==> src/rtl/exc_ctrl.sv <==
// exc_ctrl: exception/interrupt sequencer between the MEM stage and CP0.
// Picks the highest-priority event from int_pend and exc_vec_i in IDLE, shows it
// to CP0 for one cycle, stalls the pipeline while CP0 updates, captures the CP0
// vector and hands it to IF over a valid/ready redirect handshake.
// Optional macro EXC_COUNT_EN adds exc_count_o, a saturating count of issued
// non-eret events.
// Ports:
//   clk, rst_n            clock, synchronous active-high reset
//   int_i / int_sync_o    raw external interrupts / synchronised copy to CP0
//   status_i, cause_i     CP0 status and cause registers
//   mem_valid_i, mem_pc_i, mem_in_delay_i, exc_vec_i   MEM-stage event inputs
//   cp0_excaddr_i         CP0 exception vector / EPC
//   exccode_o, pc_o, in_delay_o                        event presented to CP0
//   stall_o               pipeline freeze
//   redirect_valid_o, redirect_pc_o, redirect_ready_i  fetch redirect handshake
//   exc_count_o           (EXC_COUNT_EN only) issued exception count
module exc_ctrl #(
  parameter int unsigned SYNC_STAGES  = 2,
  parameter int unsigned DRAIN_CYCLES = 2
) (
  input  logic        clk,
  input  logic        rst_n,
  input  logic [5:0]  int_i,
  output logic [5:0]  int_sync_o,
  input  logic [31:0] status_i,
  input  logic [31:0] cause_i,
  input  logic        mem_valid_i,
  input  logic [31:0] mem_pc_i,
  input  logic        mem_in_delay_i,
  input  logic [7:0]  exc_vec_i,
  input  logic [31:0] cp0_excaddr_i,
  output logic [4:0]  exccode_o,
  output logic [31:0] pc_o,
  output logic        in_delay_o,
  output logic        stall_o,
  output logic        redirect_valid_o,
  output logic [31:0] redirect_pc_o,
`ifdef EXC_COUNT_EN
  output logic [15:0] exc_count_o,
`endif
  input  logic        redirect_ready_i
);

  localparam int unsigned CODE_W = 5;
  localparam int unsigned CNT_W  = 4;
  localparam int unsigned INT_W  = 6;

  localparam logic [CODE_W-1:0] CODE_NONE = 5'h10;
  localparam logic [CODE_W-1:0] CODE_INT  = 5'h00;
  localparam logic [CODE_W-1:0] CODE_ADEL = 5'h04;
  localparam logic [CODE_W-1:0] CODE_ADES = 5'h05;
  localparam logic [CODE_W-1:0] CODE_SYS  = 5'h08;
  localparam logic [CODE_W-1:0] CODE_BP   = 5'h09;
  localparam logic [CODE_W-1:0] CODE_RI   = 5'h0A;
  localparam logic [CODE_W-1:0] CODE_OV   = 5'h0C;
  localparam logic [CODE_W-1:0] CODE_ERET = 5'h11;

  typedef enum logic [2:0] {
    S_IDLE,
    S_ISSUE,
    S_CAPTURE,
    S_DRAIN,
    S_WAIT_ACK
  } state_e;

  state_e              state, state_nxt;
  logic [CNT_W-1:0]    drain_cnt;
  logic [INT_W-1:0]    sync_q [SYNC_STAGES];
  logic                int_pend_c;
  logic                evt_c;
  logic [CODE_W-1:0]   evt_code_c;
  logic [CODE_W-1:0]   exccode_nxt;
  logic                stall_nxt;
  logic                rvalid_nxt;
  logic                take_evt;

  // Register fields this block does not look at.
  logic unused_bits;
  assign unused_bits = ^{status_i[31:16], status_i[9:2], cause_i[31:16], cause_i[9:0]};

  // Interrupt synchroniser chain.
  always_ff @(posedge clk) begin
    if (rst_n) begin
      for (int i = 0; i < SYNC_STAGES; i++) sync_q[i] <= '0;
    end else begin
      sync_q[0] <= int_i;
      for (int i = 1; i < SYNC_STAGES; i++) sync_q[i] <= sync_q[i-1];
    end
  end
  assign int_sync_o = sync_q[SYNC_STAGES-1];

  // Interrupt pending: IE set, EXL clear, some unmasked cause bit.
  assign int_pend_c = status_i[0] & ~status_i[1] & (|(cause_i[15:10] & status_i[15:10]));

  // Fixed-priority encoder over interrupt and MEM exception flags.
  always_comb begin
    evt_c      = 1'b1;
    evt_code_c = CODE_NONE;
    if (int_pend_c)        evt_code_c = CODE_INT;
    else if (exc_vec_i[0]) evt_code_c = CODE_ADEL;
    else if (exc_vec_i[1]) evt_code_c = CODE_RI;
    else if (exc_vec_i[2]) evt_code_c = CODE_OV;
    else if (exc_vec_i[3]) evt_code_c = CODE_SYS;
    else if (exc_vec_i[4]) evt_code_c = CODE_BP;
    else if (exc_vec_i[5]) evt_code_c = CODE_ADEL;
    else if (exc_vec_i[6]) evt_code_c = CODE_ADES;
    else if (exc_vec_i[7]) evt_code_c = CODE_ERET;
    else                   evt_c      = 1'b0;
  end

  assign take_evt = (state == S_IDLE) & mem_valid_i & evt_c;

  // State register and datapath latches.
  always_ff @(posedge clk) begin
    if (rst_n) begin
      state            <= S_IDLE;
      drain_cnt        <= '0;
      exccode_o        <= CODE_NONE;
      pc_o             <= '0;
      in_delay_o       <= 1'b0;
      stall_o          <= 1'b0;
      redirect_valid_o <= 1'b0;
      redirect_pc_o    <= '0;
    end else begin
      state            <= state_nxt;
      exccode_o        <= exccode_nxt;
      stall_o          <= stall_nxt;
      redirect_valid_o <= rvalid_nxt;
      if (take_evt) begin
        pc_o       <= mem_pc_i;
        in_delay_o <= mem_in_delay_i;
      end
      // CP0 updated its vector on the ISSUE edge, so it is stable in CAPTURE.
      if (state == S_CAPTURE) begin
        redirect_pc_o <= cp0_excaddr_i;
        drain_cnt     <= CNT_W'(DRAIN_CYCLES - 1);
      end else if (state == S_DRAIN) begin
        drain_cnt <= drain_cnt - CNT_W'(1);
      end
    end
  end

  // Next-state logic.
  always_comb begin
    state_nxt = state;
    case (state)
      S_IDLE:     if (take_evt) state_nxt = S_ISSUE;
      S_ISSUE:    state_nxt = S_CAPTURE;
      S_CAPTURE:  state_nxt = S_DRAIN;
      S_DRAIN:    if (drain_cnt == '0) state_nxt = S_WAIT_ACK;
      S_WAIT_ACK: if (redirect_valid_o & redirect_ready_i) state_nxt = S_IDLE;
      default:    state_nxt = S_IDLE;
    endcase
  end

  // Output logic: values for the registered outputs, keyed on the coming state.
  always_comb begin
    exccode_nxt = CODE_NONE;
    stall_nxt   = 1'b0;
    rvalid_nxt  = 1'b0;
    if (take_evt)                exccode_nxt = evt_code_c;
    if (state_nxt != S_IDLE)     stall_nxt   = 1'b1;
    if (state_nxt == S_WAIT_ACK) rvalid_nxt  = 1'b1;
  end

`ifdef EXC_COUNT_EN
  // Saturating count of issued events other than eret.
  always_ff @(posedge clk) begin
    if (rst_n) begin
      exc_count_o <= '0;
    end else if ((state == S_ISSUE) && (exccode_o != CODE_ERET) && (exc_count_o != 16'hFFFF)) begin
      exc_count_o <= exc_count_o + 16'd1;
    end
  end
`endif

endmodule

==> config.mk <==
export PLATFORM = sky130hd
export DESIGN_NAME = exc_ctrl
export DESIGN_NICKNAME = d
export VERILOG_FILES = /design/src/rtl/exc_ctrl.sv
export SDC_FILE = /design/constraint.sdc
export NUM_CORES = 1
export LEC_CHECK = 0
export BUFFER_PORTS_ARGS = -buffer_cell sky130_fd_sc_hd__buf_4
export CAP_MARGIN = 20
export CORE_MARGIN = 10
export CORE_UTILIZATION = 43
export DETAILED_ROUTE_END_ITERATION = 8
export PLACE_DENSITY_LB_ADDON = 0.08
export SETUP_SLACK_MARGIN = 0.05
export SLEW_MARGIN = 10
export SYNTH_ARGS = -nofsm -noshare
export SYNTH_HDL_FRONTEND = slang
export SYNTH_SLANG_ARGS = --single-unit
==> constraint.sdc <==
create_clock -name clk -period 2 [get_ports clk]
set_clock_uncertainty 0.1 [all_clocks]
set_input_delay 0.4 -clock clk [delete_from_list [all_inputs] [get_ports clk]]
set_output_delay 0.4 -clock clk [all_outputs]
set_load 0.02 [all_outputs]
# --- Yosys cells after proc, flatten, opt, wreduce, memory -nomap -nowiden ---
# Memories as Yosys holds them, arrays and structs flattened.
# Cells that the tools add are included.
word_totals:
  out_inout_bits: 78
  n_memories: 1
  latchBits: 0
  inputBits: 147
  mem_bits_rw: 12
  mem_bits_ro: 0
  register_bits: 79
memory_table:
  columns: ["name", "depth", "word_bits", "rd", "rd_ports_with_merged_regs", "wr", "line_no", "source"]
  rows:
  - ["sync_q", 2, 6, 2, 0, 2, "68", "logic [INT_W-1:0] sync_q [SYNC_STAGES];"]
op_classes:
  reduce_logical: 10
  multipliers: 0
  n_shift: 0
  n_lt_le_gt_ge: 0
  eq_ne: 5
  bitwise_logic: 10
  div: 0
  mux: 31
  addsub: 1
ops:
  columns: ["operator", "n"]
  rows:
  - ["5-bit two-way mux", 8]
  - ["1-bit two-way mux", 17]
  - ["3-bit one-hot mux with 5 select lines", 1]
  - ["6-bit two-way mux", 2]
  - ["3-bit two-way mux", 3]
  - ["7-bit OR reduction", 1]
  - ["6-bit AND", 1]
  - ["3-bit by 2-bit equality test with 1-bit output (second input constant)", 2]
  - ["3-bit equality test (second input constant)", 2]
  - ["6-bit OR reduction", 1]
  - ["1-bit AND", 5]
  - ["4-bit logical NOT", 1]
  - ["2-bit OR reduction", 2]
  - ["4-bit OR reduction", 1]
  - ["4-bit by 1-bit subtractor with 4-bit output (second input constant)", 1]
  - ["3-bit by 1-bit equality test with 1-bit output (second input constant)", 1]
  - ["3-bit logical NOT", 1]
  - ["3-bit nonzero test", 1]
  - ["3-bit OR reduction", 1]
  - ["1-bit NOT", 2]
  - ["1-bit OR", 2]
  - ["2-bit nonzero test", 1]

# --- Logic depth before layout (Yosys ltp) ---
# Gate-level depths: netlist of run 1.
logic_depth:
  ltp_word: 14
  mapped_depth: 6
  depth_no_buf: 6

# --- Worst setup path before layout of run 1 ---
# OpenSTA, ideal clock, no wires.
synth_timing:
  kind: "input port to flip-flop"
  startpoint: "input port cause_i[14]"
  endpoint: "register in_delay_o"
  setup_time_ns: 0.118
  t_required_ns: 1.782
  path_buffers: 2
  t_arrival_ns: 1.549
  cell_stages: 6
  path_slack_ns: 0.233
  cell_sequence: "a221o_1 > o32ai_4 > a31oi_1 > buf_6 > buf_12 > mux2i_1"
synth_via:
  elab_chain_cells: 5
synth_lines:
  columns: ["item", "line_no", "source"]
  rows:
  - ["start, declared", "26", "input logic [31:0] cause_i,"]
  - ["6-bit AND", "93", "assign int_pend_c = status_i[0] & ~status_i[1] & (|(cause_i[15:10] & status_i[15:10]));"]
  - ["6-bit OR reduction", "93", null]
  - ["1-bit AND", "93", null]
  - ["1-bit two-way mux", "99", "if (int_pend_c) evt_code_c = CODE_INT;"]
  - ["1-bit AND", "111", "assign take_evt = (state == S_IDLE) & mem_valid_i & evt_c;"]
  - ["end signal, assigned", "131", "in_delay_o <= mem_in_delay_i;"]
  - ["end, declared", "34", "output logic in_delay_o,"]
# No other way between the ends.
# A chain may end at the register's enable or synchronous reset.

# --- Final worst setup path of run 1 ---
layout_timing:
  startpoint: "register state[1]"
  endpoint: "register pc_o[11]"
layout_via:
  elab_chain_cells: 3
layout_lines:
  columns: ["item", "line_no", "source"]
  rows:
  - ["start, declared", "66", "state_e state, state_nxt;"]
  - ["start signal, assigned", "125", "state <= state_nxt;"]
  - ["3-bit logical NOT", "111", null]
  - ["1-bit AND (2 in a row)", "111", null]
  - ["end signal, assigned", "130", "pc_o <= mem_pc_i;"]
  - ["end, declared", "33", "output logic [31:0] pc_o,"]
# No other way between the ends.

==> flow_summary.yaml, run 1 <==
status:
  status: "finished clean"
timing:
  slew_headroom_pct: 74.7
  tns_ps: 0
  hold_viol: 0
  period_share_pct: 83.1
  maxSlewViolCount: 0
  period_needed_ps: 1660
  worst_pin_slew_ps: 378
  rsz0062_at_grt: "false"
  max_freq_ghz: 0.602
  setup-violations-final: 0
  worst_slack_ps: 338
synthesis:
  yosysWarnings: 0
  netlist_area_sq_mm: 0.00362
  yosysTopAreaCellShare_pct: 50.3
  synth_area_leader_cell: "dfxtp_1"
  syn_area_per_cell_sq_um: 9.36
  synthMuxAreaShare_pct: 9.12
  ys_seq_area_share_pct: 50.3
  synth-compound-area-share_pct: 10.0
  ys_top_cells_by_area: "dfxtp_1 (50%), nand2b_1 (12%), mux2i_1 (9.1%)"
  yosys.area_share.simple_pct: 24.7
  synth_fp_nets: 535
  netlist_instances: 387
  synth-async-reset-ratio_pct: 0
  synth_top_family_by_area: "simple AND/OR/NAND/NOR gates"
  synth-adder-area-share_pct: 0.346
  synth_edf_count: 0
  ys_ff_latch: 91
  synthFlopType: "dfxtp_1"
  synthXorXnorAreaFrac_pct: 0
  ys_types: 36
floorplanning:
  die_h_microns: 112
  core_area_sq_mm: 0.00822
  fp.dieArea_sq_mm: 0.0125
  die_x_microns: 112
  num_rows: 33
  io_pins: 225
  initial_utilization_pct: 44.1
setup_path:
  critPathCaptureType: "flop"
  r2r_slack_ps: 340
  crit_type: "reg -> reg"
  crit_arrival_ps: 1840
  required_ps: 2180
  rr_endpoint: "pc_o[11]$_SDFFE_PP0P_"
  ff2ff_path_depth: 5
  worstSetupStartpointType: "flop"
  r2r_start: "state[1]$_SDFF_PP0_"
  cp_max_fo: 32
  crit_start: "state[1]$_SDFF_PP0_"
clocking:
  cts_buffers: 9
  clock_path_buffers: 2
  htreeDepth: 3
  post_cts_buffers: 0
  cts_root_buf: "clkbuf_8"
  cts.clk_slew.worst_paths_ps: 90
  cts_sinks: 91
  worstSkewPairLatency_ps: 350
  cts_tree: "done"
  cts_resized: 0
  cts_hold_buf: 0
layout:
  num_antenna_cells: 0
  layout-drive-gt1-share_pct: 36.5
  fin_nets: 699
  regArea_sq_mm: 0.00182
  syn_to_final_growth_pct: 42.3
  multi_input_area_sq_mm: 0.00162
  mostFrequentLayoutCell: "buf_4"
  fillers: 704
  layout_common_cells: "buf_4 (180), dfxtp_1 (91), nand2_1 (70), nand2b_1 (67), a21oi_1 (38)"
pwr:
  p_clk_share_pct: 27.1
  p_sw_mw: 1.26
  leakage_nw: 2.29
  power_density_mw_per_mm2: 815
  seqPwrFrac_pct: 48.5
  p_sw_share_pct: 29.9
  ir_worst_vdd_mv: 0.321
  pwr-share-comb_pct: 24.3
  intPower_mw: 2.94
routing:
  route.detailed.drc: 0
  via_count: 3073
  ant_nets: 0
  drt-met1-wl_microns: 3930
  wl_per_cell_microns: 14.5
  first_pass_iters: 4
  highest_layer: "met4"
  drt-total-wl_microns: 9550
  met3_length_microns: 1040
  routed_via_density: 4.65
  wl_met2_microns: 4510
  drt-initial-drc-count: 145
global_route:
  grt_pass1_vias: 3106
  antenna_found_initial: 0
  grt_start_max_net_pins: 45
  grt_pass1_wl_microns: 15300
  grt-ovfl-total: 0
  grt_usage_pct: 14.5
hold_path:
  holdCritPathClass: "in -> reg"
  hold_path_end: "sync_q[0][3]$_SDFF_PP0_"
  min_path_cells: 2
  min-delay-start: "int_i[3]"
placed_design:
  io_buffers: 174
  gp_congestion: 0.746
  hpwl_microns: 7310
  dpl_worst_slack_ps: 4.90
run:
  maxCapViolations: 0
==> how the worst max path moves through the flow <==
stage,end,cells past startpoint
2_1_floorplan,in_delay_o$_SDFFE_PP0P_,6
3_3_place_gp,pc_o[7]$_SDFFE_PP0P_,6
3_5_place_dp,pc_o[22]$_SDFFE_PP0P_,6
4_1_cts,pc_o[22]$_SDFFE_PP0P_,5
5_1_grt,pc_o[11]$_SDFFE_PP0P_,5
6_report,pc_o[11]$_SDFFE_PP0P_,5
==> critical path, cell delays in order (launching register included) <==
cell,delay (ps)
dfxtp_1,350
nor3_1,290
nand2_1,160
a31oi_4,200
buf_12,260
mux2i_1,210
==> Yosys cell counts, types with 2 or more instances <==
library cell,n
o21ba_1,3
and3_1,2
nand2b_1,67
nor3b_1,2
clkbuf_1,18
a21oi_1,38
buf_12,3
dfxtp_1,91
nor2_1,11
buf_4,6
nor2b_1,15
inv_1,2
nand2_1,70
a211oi_1,2
mux2i_1,33
nor3_1,4
==> final cells by class <==
cell class              instances  share of cell area (%)
repair buffers                182                    27.0
clock buffers                  11                    2.74
inverters                       3                   0.218
well taps                     105                    2.55
flip-flops and latches         91                    35.3
clock inverters                 5                   0.753
multi-input cells             264                    31.4
==> per-layer routing <==
metal / vias up / global-route usage, %
li1: 1589 / -
met1: 1371 / 16.3
met2: 108 / 23.4
met3: 5 / 8.21
met4: 0 / 3.60
met5: - / 0
==> power by group through the flow <==
stage	Clock (mW)	Sequential, mW	Combinational (mW)
5_1_grt	1.26	2.06	1.11
6_report	1.14	2.04	1.02
3_5_place_dp	0	2.08	1.04
3_3_place_gp	0	2.07	1.02
4_1_cts	1.18	2.04	1.04
2_1_floorplan	0	2.23	0.447
==> logic make-up (layout without fill, tap and decap cells) <==
kind of cell | Yosys count | count (layout)
adder cells (fa/ha/maj) | 1 | 1
multiplexers | 33 | 33
AND/OR/NAND/NOR | 175 | 175
AO/OA/AOI/OAI | 55 | 55
buffers and inverters | 32 | 201
flip-flops | 91 | 91
==> stage by stage <==
stage                     power (mW)  area (sq um)  hold WS [ps]  cells  utilization, %
final                           4.20          5150           157    661            62.7
after global routing            4.42          5150           138    661            62.7
after CTS                       4.26          5150           137    661            62.7
after detailed placement        3.12          4970           323    645            60.5
after global placement          3.09          4970           315    645            60.5
after floorplan                 2.68          3620           314    387               -
==> sequential cells by signal (all words and copies together), names as in the netlist <==
| register | flops |
|---|---|
| state | 3 |
| redirect_valid_o | 1 |
| stall_o | 1 |
| redirect_pc_o | 32 |
| drain_cnt | 4 |
| sync_q | 12 |
| pc_o | 32 |
| in_delay_o | 1 |
| exccode_o | 5 |
Note: power is estimated with default switching activity, not from simulation.
==> run 2, diff against run 1 <==
==> constraint.sdc (replaced) <==
create_clock -name clk -period 1.71 [get_ports clk]
set_clock_uncertainty 0.1 [all_clocks]
set_input_delay 0.342 -clock clk [delete_from_list [all_inputs] [get_ports clk]]
set_output_delay 0.342 -clock clk [all_outputs]
set_load 0.02 [all_outputs]
==> flow_summary.yaml, run 2 (synthesis gave the netlist of run 1 again) <==
run:
  maxCapViolations: 0
timing:
  max_freq_ghz: 0.605
  worst_pin_slew_ps: 413
  hold_viol: 0
  worst_slack_ps: 56.0
  slew_headroom_pct: 72.4
  period_share_pct: 96.7
  tns_ps: 0
  setup-violations-final: 0
  maxSlewViolCount: 0
  period_needed_ps: 1650
  rsz0062_at_grt: "false"
layout:
  mostFrequentLayoutCell: "buf_4"
  layout_common_cells: "buf_4 (187), dfxtp_1 (91), nand2_1 (69), nand2b_1 (67), a21oi_1 (38)"
  reg_top3: "pc_o x32, redirect_pc_o x32, sync_q x12"
  num_antenna_cells: 0
  fillers: 708
  syn_to_final_growth_pct: 49.1
  fin_nets: 713
  regArea_sq_mm: 0.00182
  layout-drive-gt1-share_pct: 39.5
  multi_input_area_sq_mm: 0.00166
floorplanning:
  die_h_microns: 112
  io_pins: 225
  core_area_sq_mm: 0.00822
  die_x_microns: 112
  fp.dieArea_sq_mm: 0.0125
  num_rows: 33
  initial_utilization_pct: 44.1
setup_path:
  cp_common_cell: "buf_6"
  crit_chain: "buf_4 > or4_4 > nor2_4 > a31oi_4 > buf_12 > buf_6 > buf_6 > o21ba_4"
  crit_arrival_ps: 1810
  critPathCaptureType: "flop"
  worstSetupStartpointType: "primary input"
  required_ps: 1870
  crit_path_max_incr_delay_ps: 550
  crit_type: "in -> reg"
  cp_max_fo: 4
  cp_slowest_cell: "or4_4"
clocking:
  cts_root_buf: "clkbuf_8"
  cts_sinks: 91
  cts_hold_buf: 0
  cts.clk_slew.worst_paths_ps: 100
  cts_tree: "done"
  htreeDepth: 3
  worstSkewPairLatency_ps: 350
  clock_path_buffers: 2
  cts_buffers: 9
pwr:
  leakage_nw: 2.41
  p_clk_share_pct: 29.1
  seqPwrFrac_pct: 45.4
  p_sw_share_pct: 30.0
  pwr-share-comb_pct: 25.5
  power_density_mw_per_mm2: 974
  intPower_mw: 3.68
  ir_worst_vdd_mv: 0.493
  p_sw_mw: 1.58
routing:
  route.detailed.drc: 0
  drt-initial-drc-count: 142
  drt-total-wl_microns: 9990
  via_count: 3187
  first_pass_iters: 6
  ant_nets: 0
  wl_per_cell_microns: 14.8
  routed_via_density: 4.72
placed_design:
  hpwl_microns: 7430
  dpl_worst_slack_ps: -237
  gp_congestion: 0.733
  io_buffers: 174
global_route:
  antenna_found_initial: 0
  grt_pass1_vias: 3211
  grt-ovfl-total: 0
  grt_pass1_wl_microns: 15700
  grt_start_max_net_pins: 54
  grt_usage_pct: 15.0
hold_path:
  holdCritPathClass: "in -> reg"
status:
  status: "finished clean"
==> run 2: power groups by stage <==
stage                     combinational [mW]  sequential (mW)  clock [mW]
after CTS                               1.30             2.39        1.57
final                                   1.34             2.39        1.53
after detailed placement                1.25             2.43           0
after floorplan                        0.522             2.61           0
after global placement                  1.23             2.42           0
after global routing                    1.45             2.41        1.66
==> run 2: worst paths after layout <==
| check | from | endpoint | slack [ps] | depth (start not counted) |
|---|---|---|---|---|
| worst max-delay path | exc_vec_i[2] | state[0]$_SDFF_PP0_ | 60 | 8 |
| worst min-delay path | int_i[2] | sync_q[0][2]$_SDFF_PP0_ | 90 | 2 |
| worst max register to register | drain_cnt[0]$_SDFFE_PP0P_ | redirect_valid_o$_SDFF_PP0_ | 150 | 6 |
| worst min register to register | sync_q[0][0]$_SDFF_PP0_ | sync_q[0][6]$_SDFF_PP0_ | 340 | 1 |
==> run 2: per-stage QoR <==
stage	area [sq um]	hold slack (ps)	instances	util, %	power (mW)
finish	5400	92.5	675	65.7	5.26
global route	5400	78.1	675	65.7	5.52
CTS	5310	75.9	673	64.7	5.25
detailed placement	5060	322	655	61.6	3.68
global placement	5060	316	655	61.6	3.65
floorplan	3620	314	387	-	3.13
==> run 2: cell type report <==
type                            count  area share (%)
Clock buffer                        9            2.29
Clock inverter                      7            1.55
Inverter                            3           0.209
Multi-Input combinational cell    264            30.7
Sequential cell                    91            33.7
Tap cell                          105            2.43
Timing Repair Buffer              196            29.1
==> run 2: repair_timing <==
action,4_1_cts,5_1_grt
pin swaps,0,4
cloned,1,1
setup endpoints to repair,17,25
resized for setup,1,12
buffers inserted,1,1
endpoints found under the hold margin,0,0
==> run 2: routing by layer <==
layer  vias up  track usage [%]  part of all wire (%)
li1       1621                -                     -
met5         -                0                     0
met1      1453             16.4                    40
met3         9             8.53                    11
met2       104             24.8                    48
met4         0             3.34                  0.83
==> run 2: critical path, delay by kind of cell <==
| family | cells | cell delay, ps |
|---|---|---|
| AO/OA/AOI/OAI | 2 | 280 |
| buffers and inverters | 4 | 490 |
| AND/OR/NAND/NOR | 2 | 690 |
